$ cat config.mk
export PLATFORM = sky130hd
export DESIGN_NAME = ft_tx_framer
export DESIGN_NICKNAME = d
export VERILOG_FILES = /design/src/rtl/ft_tx_framer.sv
export SDC_FILE = /design/constraint.sdc
export NUM_CORES = 1
export LEC_CHECK = 0
export BUFFER_PORTS_ARGS = -buffer_cell sky130_fd_sc_hd__clkbuf_2
export CAP_MARGIN = 10
export CORE_ASPECT_RATIO = 0.5
export CORE_UTILIZATION = 35
export CTS_BUF_LIST = sky130_fd_sc_hd__clkbuf_4
export DETAILED_ROUTE_END_ITERATION = 16
export GPL_ROUTABILITY_DRIVEN = 0
export PLACE_DENSITY = 0.53
export SYNTH_ARGS = -nofsm -noshare
export SYNTH_HDL_FRONTEND = slang
export SYNTH_SLANG_ARGS = --single-unit
$ cat constraint.sdc
create_clock -name clk -period 4.75 [get_ports clk]
set_clock_uncertainty 0.15 [all_clocks]
set_input_delay 0.7125 -clock clk [delete_from_list [all_inputs] [get_ports clk]]
set_output_delay 0.7125 -clock clk [all_outputs]
set_load 0.01 [all_outputs]
$ cat src/rtl/ft_tx_framer.sv
// Frame builder feeding the FT245 write port: 4-byte header (sync word plus
// frame counter) followed by FRAME_BYTES payload bytes from a show-ahead FIFO.
module ft_tx_framer #(
    parameter int unsigned FRAME_BYTES = 614400,
    parameter logic [7:0]  SYNC0       = 8'hA5,
    parameter logic [7:0]  SYNC1       = 8'h5A
) (
    input  logic        clk,
    input  logic        rst_n,
    input  logic        en,
    input  logic        frame_start,
    input  logic        ovr_clr,
    input  logic [7:0]  fifo_q,
    input  logic        fifo_empty,
    output logic        fifo_rdreq,
    input  logic        wr_ready,
    output logic        wr,
    output logic [7:0]  write_data,
    output logic [15:0] frame_cnt,
    output logic        busy,
    output logic        overrun
);

    localparam int unsigned    BCW  = $clog2(FRAME_BYTES + 1);
    localparam logic [BCW-1:0] LAST = BCW'(FRAME_BYTES - 1);

    typedef enum logic [1:0] {
        IDLE,
        HEADER,
        PAYLOAD
    } state_t;

    state_t         state, state_nx;
    logic [1:0]     hdr_idx, hdr_idx_nx;
    logic [BCW-1:0] byte_cnt, byte_cnt_nx;
    logic [15:0]    frame_cnt_nx;
    logic           overrun_nx;
    logic           xfer;
    logic           last_xfer;

    always_ff @(posedge clk or negedge rst_n) begin
        if (!rst_n) begin
            state     <= IDLE;
            hdr_idx   <= '0;
            byte_cnt  <= '0;
            frame_cnt <= '0;
            overrun   <= 1'b0;
        end else begin
            state     <= state_nx;
            hdr_idx   <= hdr_idx_nx;
            byte_cnt  <= byte_cnt_nx;
            frame_cnt <= frame_cnt_nx;
            overrun   <= overrun_nx;
        end
    end

    always_comb begin
        state_nx     = state;
        hdr_idx_nx   = hdr_idx;
        byte_cnt_nx  = byte_cnt;
        frame_cnt_nx = frame_cnt;
        wr           = 1'b0;
        fifo_rdreq   = 1'b0;
        write_data   = '0;
        busy         = 1'b0;
        xfer         = 1'b0;
        last_xfer    = 1'b0;

        case (state)
            IDLE: begin
                if (frame_start && en) begin
                    state_nx   = HEADER;
                    hdr_idx_nx = '0;
                end
            end
            HEADER: begin
                busy = 1'b1;
                wr   = wr_ready;
                case (hdr_idx)
                    2'd0:    write_data = SYNC0;
                    2'd1:    write_data = SYNC1;
                    2'd2:    write_data = frame_cnt[15:8];
                    default: write_data = frame_cnt[7:0];
                endcase
                xfer = wr && wr_ready;
                if (xfer) begin
                    hdr_idx_nx = hdr_idx + 2'd1;
                    if (hdr_idx == 2'd3) begin
                        state_nx    = PAYLOAD;
                        byte_cnt_nx = '0;
                    end
                end
            end
            PAYLOAD: begin
                busy       = 1'b1;
                write_data = fifo_q;
                wr         = wr_ready && !fifo_empty;
                fifo_rdreq = wr && wr_ready;
                xfer       = wr && wr_ready;
                if (xfer) begin
                    byte_cnt_nx = byte_cnt + 1'b1;
                    if (byte_cnt == LAST) begin
                        last_xfer    = 1'b1;
                        frame_cnt_nx = frame_cnt + 16'd1;
                        // A start pulse landing on the final byte chains straight into the next header.
                        if (frame_start && en) begin
                            state_nx   = HEADER;
                            hdr_idx_nx = '0;
                        end else begin
                            state_nx = IDLE;
                        end
                    end
                end
            end
            default: state_nx = IDLE;
        endcase

        if (frame_start && busy && !last_xfer)
            overrun_nx = 1'b1;
        else if (ovr_clr)
            overrun_nx = 1'b0;
        else
            overrun_nx = overrun;
    end

endmodule

==> run metrics, run 1 <==
fraction of final layout cells sized beyond drive strength 1 0.225; maximum number of buffers from clock root to sink 2; worst stage delay on the critical path 510 ps; Critical-path top delay cell sky130_fd_sc_hd__ha_1; share of power burned in registers 0.390; core utilization of the finished layout 0.419; per-cell via count in the routed design 5.01; number of enable-type register cells in the synthesized netlist 0; count of yosys warnings during synthesis 0; endpoint type of the worst setup path output pin; core area 0.00673 mm^2; drt initial violations 64; DRC 0; later-pin clock latency in the skew report 340 ps; met3 Usage GRT 0.0333; floorplan die width 120 um; pin count of the biggest net entering global routing 42; highest fanout seen on the critical path 14; commonest register cell after synthesis sky130_fd_sc_hd__dfrtp_1; post-synth cell types 42; global routing usage on met1 0.206; first-pass iteration count of the detailed router 4; Setup Buffers After CTS 0; Setup Crit Path Kind register to output pin; Clock Sink Count 41; WL/cell 14.0 um; proportion of power drawn by the clock network 0.223; critical path data required time 3890 ps; launch point of the worst path state[0]$_DFFE_PN0P_; total power per unit cell area 364 mW/mm^2; most heavily used metal layer in global routing met2; slew margin rel. 0.249; Antenna Diode Count 0; overall routing resource usage 0.157; critical path startpoint category register; # nets final 322; final setup TNS 0 ps; CTS Buf Count 5; Worst Reg2Reg Path Length in Cells 7; crit path DAT 2020 ps; source of the worst register-to-register timing path state[0]$_DFFE_PN0P_; cell row count 21; root buffer selected by CTS sky130_fd_sc_hd__clkbuf_4; leakage power total 1.31 nW; total net switching power 0.000370 W; layout overhead on the synthesized area 15.1%; post_cts resized 0; Internal Pwr Total 0.000657 W; sequential fraction of the synthesis area 0.418; VDD IR max 94.3 uV; final HPWL from detailed placement 4080 um; area enclosed by the die boundary 0.00737 mm^2; actual transition at the worst max-transition pin 1120 ps; clock tree from TritonCTS built; vias 1955; mapped cell area 0.00245 mm^2; Top-Level Pins 43; number of antenna violations at the first check in global routing 0; met2 layer usage reported by global route 0.270; commonest non-fill, non-tap cells in the layout sky130_fd_sc_hd__clkbuf_2, sky130_fd_sc_hd__dfrtp_1, sky130_fd_sc_hd__nand2_1; number of endpoints with negative hold slack in the final report 0; Port Buffer Count 42; Final Instance Count excl. Fillers 390; Chip Height 61.2 um; cell-by-cell trace of the critical path inv_1, ha_1, nand3b_1, a21boi_0, clkbuf_2; clock transition time at the flip-flop clock pins of the worst setup and hold paths 130 ps; number of maximum-capacitance violations 0; setup violation total in the final timing report 0; overflow left after global routing 0; leading cell type in the layout, fill and taps excluded sky130_fd_sc_hd__clkbuf_2; Hold-fix buffers, CTS 0; depth of the CTS H-tree 2; Inst Count DP 382; Post-Syn Area per Cell 9.62 um^2; vias in the first global route 1878; net count after synthesis 280; switching power as a share of total power 0.361; flip-flop and latch count after synthesis 41; run status finished clean; Synth Instances 255; class of the worst hold path input port to asynchronous set/reset pin; top cell family by delay on the critical path adder cells; Post-Route WL 5450 um; total power consumption of the routed design 0.00103 W; share of flip-flops with an asynchronous set or reset after synthesis 1.00; minimum period implied by the final worst setup slack 2880 ps; wire length of the first global-routing pass 8870 um; initial standard-cell utilization of the core 0.365; logic depth of the worst setup path including buffers 5; fmax 0.347 GHz; combined buffer and inverter count along the critical path 2; period utilization 0.607; antenna-violating nets left 0; Pins Over Slew Limit 0; logic gate share of total power 0.387; RSZ-0062 raised after global routing false; final worst hold slack 361 ps
-- kinds of logic after synthesis --
family,share of synthesized area
simple gates,0.264
fa+ha+maj,0.0510
buf+inv,0.0265
mux,0.0230
compound gates,0.106
xor+xnor,0.111
flops,0.418
-- registers in the layout (all words and copies together), names as in the netlist --
signal	flops
state	2
byte_cnt	20
overrun	1
frame_cnt	16
hdr_idx	2
-- layout make-up --
type	count	area, um^2
Fill cell	689	3910
Multi-Input combinational cell	199	1360
Sequential cell	41	1030
Timing Repair Buffer	42	210
Tap cell	92	115
Clock buffer	6	45.0
Clock inverter	2	33.8
Inverter	8	30.0
-- per-stage QoR --
| stage | instance area (um^2) | setup slack (ps) |
|---|---|---|
| detailed placement | 2740 | 2190 |
| floorplan | 2450 | 2510 |
| CTS | 2820 | 1830 |
| finish | 2820 | 1870 |
| global placement | 2740 | 2290 |
| global route | 2820 | 1680 |
-- worst paths after layout --
path	to	slack (ps)
setup / recovery	wr	1870
hold / removal	frame_cnt[11]$_DFFE_PN0P_	360
setup reg to reg	frame_cnt[1]$_DFFE_PN0P_	2180
hold reg to reg	frame_cnt[15]$_DFFE_PN0P_	360
max in group asynchronous	byte_cnt[18]$_DFFE_PN0P_	3450
min in group clk	frame_cnt[15]$_DFFE_PN0P_	360
-- routing by layer --
metal / wire length (um) / vias to the layer above
met2: 2530 / 30
li1: - / 987
met3: 164 / 4
met5: 0 / -
met1: 2700 / 934
met4: 49 / 0
-- power by group through the flow --
stage          clock (W)  sequential [W]  combinational, W
2_1_floorplan          0        0.000403          0.000280
3_3_place_gp           0        0.000404          0.000393
3_5_place_dp           0        0.000407          0.000398
4_1_cts         0.000239        0.000400          0.000400
5_1_grt         0.000254        0.000404          0.000446
6_report        0.000229        0.000400          0.000398
-- worst reg2reg max path, cell delays in order (launching register included) --
cell and delay (ps):
sky130_fd_sc_hd__dfrtp_1 430, sky130_fd_sc_hd__inv_1 150, sky130_fd_sc_hd__ha_1 510, sky130_fd_sc_hd__nand3b_1 190, sky130_fd_sc_hd__inv_1 130, sky130_fd_sc_hd__nand2_2 110, sky130_fd_sc_hd__nor2_1 420, sky130_fd_sc_hd__mux2_2 390
-- synthesized netlist by cell type, drive strengths merged, types with 3 or more instances --
| library cell | n | share of area |
|---|---|---|
| dfrtp | 41 | 0.42 |
| nand2 | 30 | 0.048 |
| a21oi | 15 | 0.031 |
| nor2 | 22 | 0.034 |
| a22oi | 8 | 0.024 |
| ha | 10 | 0.051 |
| o21ai | 11 | 0.024 |
| nand3 | 12 | 0.029 |
| nor4 | 3 | 0.016 |
| and3 | 4 | 0.010 |
| and4 | 6 | 0.021 |
| inv | 8 | 0.012 |
| nor2b | 8 | 0.020 |
| xor2 | 8 | 0.029 |
| mux2 | 5 | 0.023 |
| xnor2 | 23 | 0.082 |
| nand4 | 9 | 0.032 |
| clkbuf | 5 | 0.0077 |
| nor3 | 8 | 0.018 |
(Power assumes the default switching activity.)
==> run 2: changes to the inputs <==
- clock period: 4.75 -> 2.7 ns (I/O delays scaled with it)
==> run 2 against run 1 <==
  * Count of clock-buffer cells in the layout unchanged
  * Clock power increased by 79%
  * Routed wire length increased by 1.8%
  * Critical path depth up 1
  * Die area unchanged
  * Register-to-register slack worse by 1800 ps
  * Worst setup slack worse by 1700 ps
  * Non-clock buffer count grew 4
  * Total power up 79%
  * Worst hold slack lost 290 ps
  * Core utilization is 0.56 points higher
  * Critical path type unchanged
  * Critical endpoint is now write_data[4]
  * Largest cell class unchanged
  * Largest power group is now combinational logic
==> run metrics, run 2 (synthesized netlist as in run 1, its figures left out) <==
Port Buffer Count 42; floorplan die width 120 um; vias in the first global route 1844; DRC 0; total net switching power 0.000667 W; logic gate share of total power 0.394; Top-Level Pins 43; Internal Pwr Total 0.00117 W; clock transition time at the flip-flop clock pins of the worst setup and hold paths 130 ps; Clock Sink Count 41; maximum number of buffers from clock root to sink 2; vias 1981; drt initial violations 90; fmax 0.402 GHz; actual transition at the worst max-transition pin 531 ps; final setup TNS 0 ps; first-pass iteration count of the detailed router 4; source of the worst register-to-register timing path state[0]$_DFFE_PN0P_; depth of the CTS H-tree 2; total power consumption of the routed design 0.00184 W; fraction of final layout cells sized beyond drive strength 1 0.238; Inst Count DP 385; crit path DAT 1930 ps; cell row count 21; core area 0.00673 mm^2; run status finished clean; WL/cell 14.1 um; period utilization 0.921; launch point of the worst path state[0]$_DFFE_PN0P_; Pins Over Slew Limit 0; overall routing resource usage 0.165; fill cell total of the finished layout 685; CTS Buf Count 5; total power per unit cell area 642 mW/mm^2; RSZ-0062 raised after global routing false; leakage power total 1.33 nW; # nets final 326; registers with the most flip-flops byte_cnt (20), frame_cnt (16); per-cell via count in the routed design 5.03; slew margin rel. 0.646; pin count of the biggest net entering global routing 42; critical path data required time 2140 ps; Post-Route WL 5540 um; top register by number of flip-flops byte_cnt; later-pin clock latency in the skew report 360 ps; number of maximum-capacitance violations 0; Chip Height 61.2 um; final HPWL from detailed placement 4140 um; area enclosed by the die boundary 0.00737 mm^2; highest fanout seen on the critical path 10; max reg flops 20; clock tree from TritonCTS built; reg-to-reg critical path endpoint frame_cnt[1]$_DFFE_PN0P_; Worst Reg2Reg Path Length in Cells 7; minimum period implied by the final worst setup slack 2490 ps; proportion of power drawn by the clock network 0.223; root buffer selected by CTS sky130_fd_sc_hd__clkbuf_4; VDD IR max 195 uV; number of endpoints with negative hold slack in the final report 0; switching power as a share of total power 0.363; worst reg-to-reg setup slack 380 ps; endpoint type of the worst setup path output pin; layout overhead on the synthesized area 16.6%; Antenna Diode Count 0; Setup Crit Path Kind register to output pin; critical path startpoint category register; initial standard-cell utilization of the core 0.365; setup violation total in the final timing report 0; antenna-violating nets left 0; overflow left after global routing 0; number of antenna violations at the first check in global routing 0; wire length of the first global-routing pass 9320 um; class of the worst hold path input port to register; worst setup path endpoint write_data[4]; commonest non-fill, non-tap cells in the layout sky130_fd_sc_hd__clkbuf_2, sky130_fd_sc_hd__dfrtp_1, sky130_fd_sc_hd__nand2_1; Final Instance Count excl. Fillers 394; leading cell type in the layout, fill and taps excluded sky130_fd_sc_hd__clkbuf_2; share of power burned in registers 0.383
==> run 2: per-layer routing <==
layer | share of wire | vias to the layer above | GRT usage | wire length [um]
met5 | 0 | - | 0 | 0
met4 | 0.013 | 0 | 0.0511 | 72
met3 | 0.033 | 8 | 0.0324 | 181
met2 | 0.44 | 35 | 0.267 | 2440
met1 | 0.51 | 944 | 0.229 | 2850
li1 | - | 994 | - | -
==> run 2: layout make-up <==
type	instances	area [um^2]	share of cell area
clock buffer	6	45.0	0.0158
clock inverter	2	33.8	0.0118
inverter	8	30.0	0.0105
multi-input combinational	199	1370	0.478
sequential	41	1030	0.359
tap	92	115	0.0403
timing repair buffer	46	243	0.0849
==> run 2: repair_timing <==
action | 4_1_cts | 5_1_grt
hold endpoints to repair | 41 | 0
buffers inserted | 0 | 0
resized for setup | 0 | 2
hold buffers | 1 | 0
setup endpoints to repair | 0 | 3
==> run 2: critical path: stages, from the launching register on <==
cell	delay (ps)
sky130_fd_sc_hd__dfrtp_1	430
sky130_fd_sc_hd__inv_1	130
sky130_fd_sc_hd__ha_1	390
sky130_fd_sc_hd__buf_4	220
sky130_fd_sc_hd__a22oi_1	90
sky130_fd_sc_hd__nor2b_1	160
sky130_fd_sc_hd__clkbuf_2	150
==> run 2: how the worst min path moves through the flow <==
stage,from,end,slack (ps),cells after the start
after floorplan,rst_n,byte_cnt[0]$_DFFE_PN0P_,-40,0
after global placement,rst_n,frame_cnt[15]$_DFFE_PN0P_,350,2
after detailed placement,rst_n,frame_cnt[14]$_DFFE_PN0P_,360,2
after CTS,ovr_clr,overrun$_DFFE_PN0P_,60,2
after global routing,ovr_clr,overrun$_DFFE_PN0P_,60,2
final,ovr_clr,overrun$_DFFE_PN0P_,70,2
==> run 2: metrics by stage <==
stage	setup slack (ps)	hold slack, ps	util	instance area (um^2)
floorplan	679	-40.6	-	2450
global placement	472	353	0.411	2770
detailed placement	389	362	0.411	2770
CTS	143	62.1	0.424	2850
global route	28.9	63.4	0.425	2860
finish	215	71.1	0.425	2860
==> run 2: power by group through the flow <==
stage,logic [W],registers (W),clock network [W]
finish,0.000724,0.000703,0.000410
global route,0.000808,0.000711,0.000451
CTS,0.000721,0.000702,0.000423
detailed placement,0.000717,0.000713,0
global placement,0.000698,0.000710,0
floorplan,0.000493,0.000710,0
==> run 3: changes to the inputs <==
- ABC_AREA: unset -> 1
- CAP_MARGIN: 10 -> 20
==> run 3 against run 2 <==
  * Cell count up 44%
  * Maximum frequency up 0.46%
  * Routed wire length up 30%
  * Non-clock buffer count up 1
  * Sequential power up 12%
  * Largest power group unchanged
==> run metrics, run 3 <==
wire length of the first global-routing pass 12300 um; max reg flops 20; flip-flop and latch count after synthesis 41; mapped cell area 0.00282 mm^2; commonest non-fill, non-tap cells in the layout sky130_fd_sc_hd__nand2_1, sky130_fd_sc_hd__inv_1, sky130_fd_sc_hd__nor2_1; number of maximum-capacitance violations 0; Pins Over Slew Limit 0; vias in the first global route 2540; clock transition time at the flip-flop clock pins of the worst setup and hold paths 120 ps; share of power burned in registers 0.411; maximum number of buffers from clock root to sink 2; DRC 0; clock tree from TritonCTS built; cell row count 22; first-pass iteration count of the detailed router 4; area enclosed by the die boundary 0.00845 mm^2; floorplan die width 129 um; Post-Route WL 7180 um; most common cell in the synthesized netlist sky130_fd_sc_hd__nand2_1; critical path startpoint category register; top register by number of flip-flops byte_cnt; total net switching power 0.000859 W; largest area contributor in the netlist sky130_fd_sc_hd__dfrtp_1; later-pin clock latency in the skew report 370 ps; commonest register cell after synthesis sky130_fd_sc_hd__dfrtp_1; fraction of final layout cells sized beyond drive strength 1 0.165; crit path DAT 1920 ps; Chip Height 65.5 um; initial standard-cell utilization of the core 0.373; depth of the CTS H-tree 2; period utilization 0.916; Setup Crit Path Kind register to output pin; per-cell via count in the routed design 4.77; top cells by area, synth sky130_fd_sc_hd__dfrtp_1, sky130_fd_sc_hd__nand2_1, sky130_fd_sc_hd__nand3_1; Top-Level Pins 43; drt initial violations 141; Worst Reg2Reg Path Length in Cells 7; antenna-violating nets left 0; Post-Syn Area per Cell 6.86 um^2; minimum period implied by the final worst setup slack 2470 ps; CTS Buf Count 5; Clock Sink Count 41; registers with the most flip-flops byte_cnt (20), frame_cnt (16); share of flip-flops with an asynchronous set or reset after synthesis 1.00; # nets final 484; Antenna Diode Count 0; run status finished clean; most used standard cells in the synthesized netlist sky130_fd_sc_hd__nand2_1, sky130_fd_sc_hd__inv_1, sky130_fd_sc_hd__nor2_1, sky130_fd_sc_hd__dfrtp_1, sky130_fd_sc_hd__nand3_1; leading cell type in the layout, fill and taps excluded sky130_fd_sc_hd__nand2_1; root buffer selected by CTS sky130_fd_sc_hd__clkbuf_4; fraction of post-synthesis cell area in the top cell type by area 0.364; class of the worst hold path input port to register; actual transition at the worst max-transition pin 576 ps; highest fanout seen on the critical path 9; number of antenna violations at the first check in global routing 0; layout overhead on the synthesized area 14.1%; pin count of the biggest net entering global routing 24; sequential fraction of the synthesis area 0.364; number of enable-type register cells in the synthesized netlist 0; endpoint type of the worst setup path output pin; critical path data required time 2140 ps; slew margin rel. 0.613; Min-Delay Path Depth 2; final HPWL from detailed placement 5440 um; setup violation total in the final timing report 0; core area 0.00757 mm^2; logic gate share of total power 0.424; number of endpoints with negative hold slack in the final report 0; post-synth cell types 32; leakage power total 1.61 nW; Port Buffer Count 42; final worst hold slack 75.2 ps; Internal Pwr Total 0.00106 W; fmax 0.404 GHz; WL/cell 12.6 um; overall routing resource usage 0.191; RSZ-0062 raised after global routing false; vias 2708; overflow left after global routing 0; VDD IR max 170 uV; final setup TNS 0 ps; count of yosys warnings during synthesis 0; switching power as a share of total power 0.447; net count after synthesis 436; Synth Instances 411; proportion of power drawn by the clock network 0.165; total power per unit cell area 597 mW/mm^2; post_cts resized 0
run 3: changes by cell type after synthesis, moves of 21 or more:
cell                      previous run  this run
sky130_fd_sc_hd__nor2_1             22        43
sky130_fd_sc_hd__inv_1               8        48
sky130_fd_sc_hd__xnor2_1            23         1
sky130_fd_sc_hd__nand3_1            10        39
sky130_fd_sc_hd__nand2_1            28       126
run 3: final timing paths:
kind | from | to | slack [ps]
worst min register to register | byte_cnt[1]$_DFFE_PN0P_ | byte_cnt[1]$_DFFE_PN0P_ | 390
min in group asynchronous | rst_n | frame_cnt[2]$_DFFE_PN0P_ | 390
worst max-delay path | state[0]$_DFFE_PN0P_ | write_data[0] | 230
worst min-delay path | ovr_clr | overrun$_DFFE_PN0P_ | 80
worst max register to register | state[1]$_DFFE_PN0P_ | byte_cnt[9]$_DFFE_PN0P_ | 390
max in group asynchronous | rst_n | byte_cnt[13]$_DFFE_PN0P_ | 1430
run 3: critical path, stage by stage, from the launching register on:
cell,delay [ps]
sky130_fd_sc_hd__dfrtp_1,430
sky130_fd_sc_hd__inv_1,100
sky130_fd_sc_hd__ha_1,330
sky130_fd_sc_hd__clkinv_1,300
sky130_fd_sc_hd__a21oi_1,230
sky130_fd_sc_hd__clkbuf_2,160
run 3: layout make-up:
| class | instances | area [um^2] |
|---|---|---|
| clock buffer | 5 | 37.5 |
| sequential | 41 | 1030 |
| timing repair buffer | 47 | 250 |
| multi-input combinational | 309 | 1550 |
| fill | 833 | 4350 |
| tap | 108 | 135 |
| inverter | 55 | 206 |
| clock inverter | 3 | 12.5 |
run 3: metrics by stage:
step                      instance area, um^2  setup slack (ps)  std cells  power (W)   util
final                                    3220               226        568    0.00192  0.425
after global routing                     3220              41.8        568    0.00211  0.425
after CTS                                3220               203        568    0.00194  0.425
after detailed placement                 3160               407        559    0.00162  0.417
after global placement                   3160               401        559    0.00162  0.417
after floorplan                          2820               793        411    0.00138      -
run 3: power groups by stage:
stage / registers (W) / logic, W / clock network, W
2_1_floorplan: 0.000780 / 0.000595 / 0
3_3_place_gp: 0.000803 / 0.000817 / 0
3_5_place_dp: 0.000799 / 0.000823 / 0
4_1_cts: 0.000790 / 0.000825 / 0.000329
5_1_grt: 0.000809 / 0.000942 / 0.000363
6_report: 0.000789 / 0.000816 / 0.000317
run 3: per-layer routing:
metal / GRT usage / part of all wire / wire (um) / up-vias
li1: - / - / - / 1430
met1: 0.255 / 0.50 / 3580 / 1215
met2: 0.313 / 0.45 / 3220 / 54
met3: 0.0489 / 0.044 / 318 / 9
met4: 0.0397 / 0.0085 / 61 / 0
met5: 0 / 0 / 0 / -
run 3: what timing repair did:
item / CTS / global route
endpoints found under the hold margin: 19 / 0
endpoints found under the setup margin: 0 / 0
hold buffers: 1 / 0
setup buffers: 0 / 0
run 3: cells by family after synthesis:
logic type / Yosys count / share of synthesized area
XOR/XNOR: 6 / 0.0213
buffers and inverters: 61 / 0.0865
AND/OR/NAND/NOR: 244 / 0.384
adder cells (fa/ha/maj): 10 / 0.0443
AO/OA/AOI/OAI: 49 / 0.0998
flip-flops: 41 / 0.364
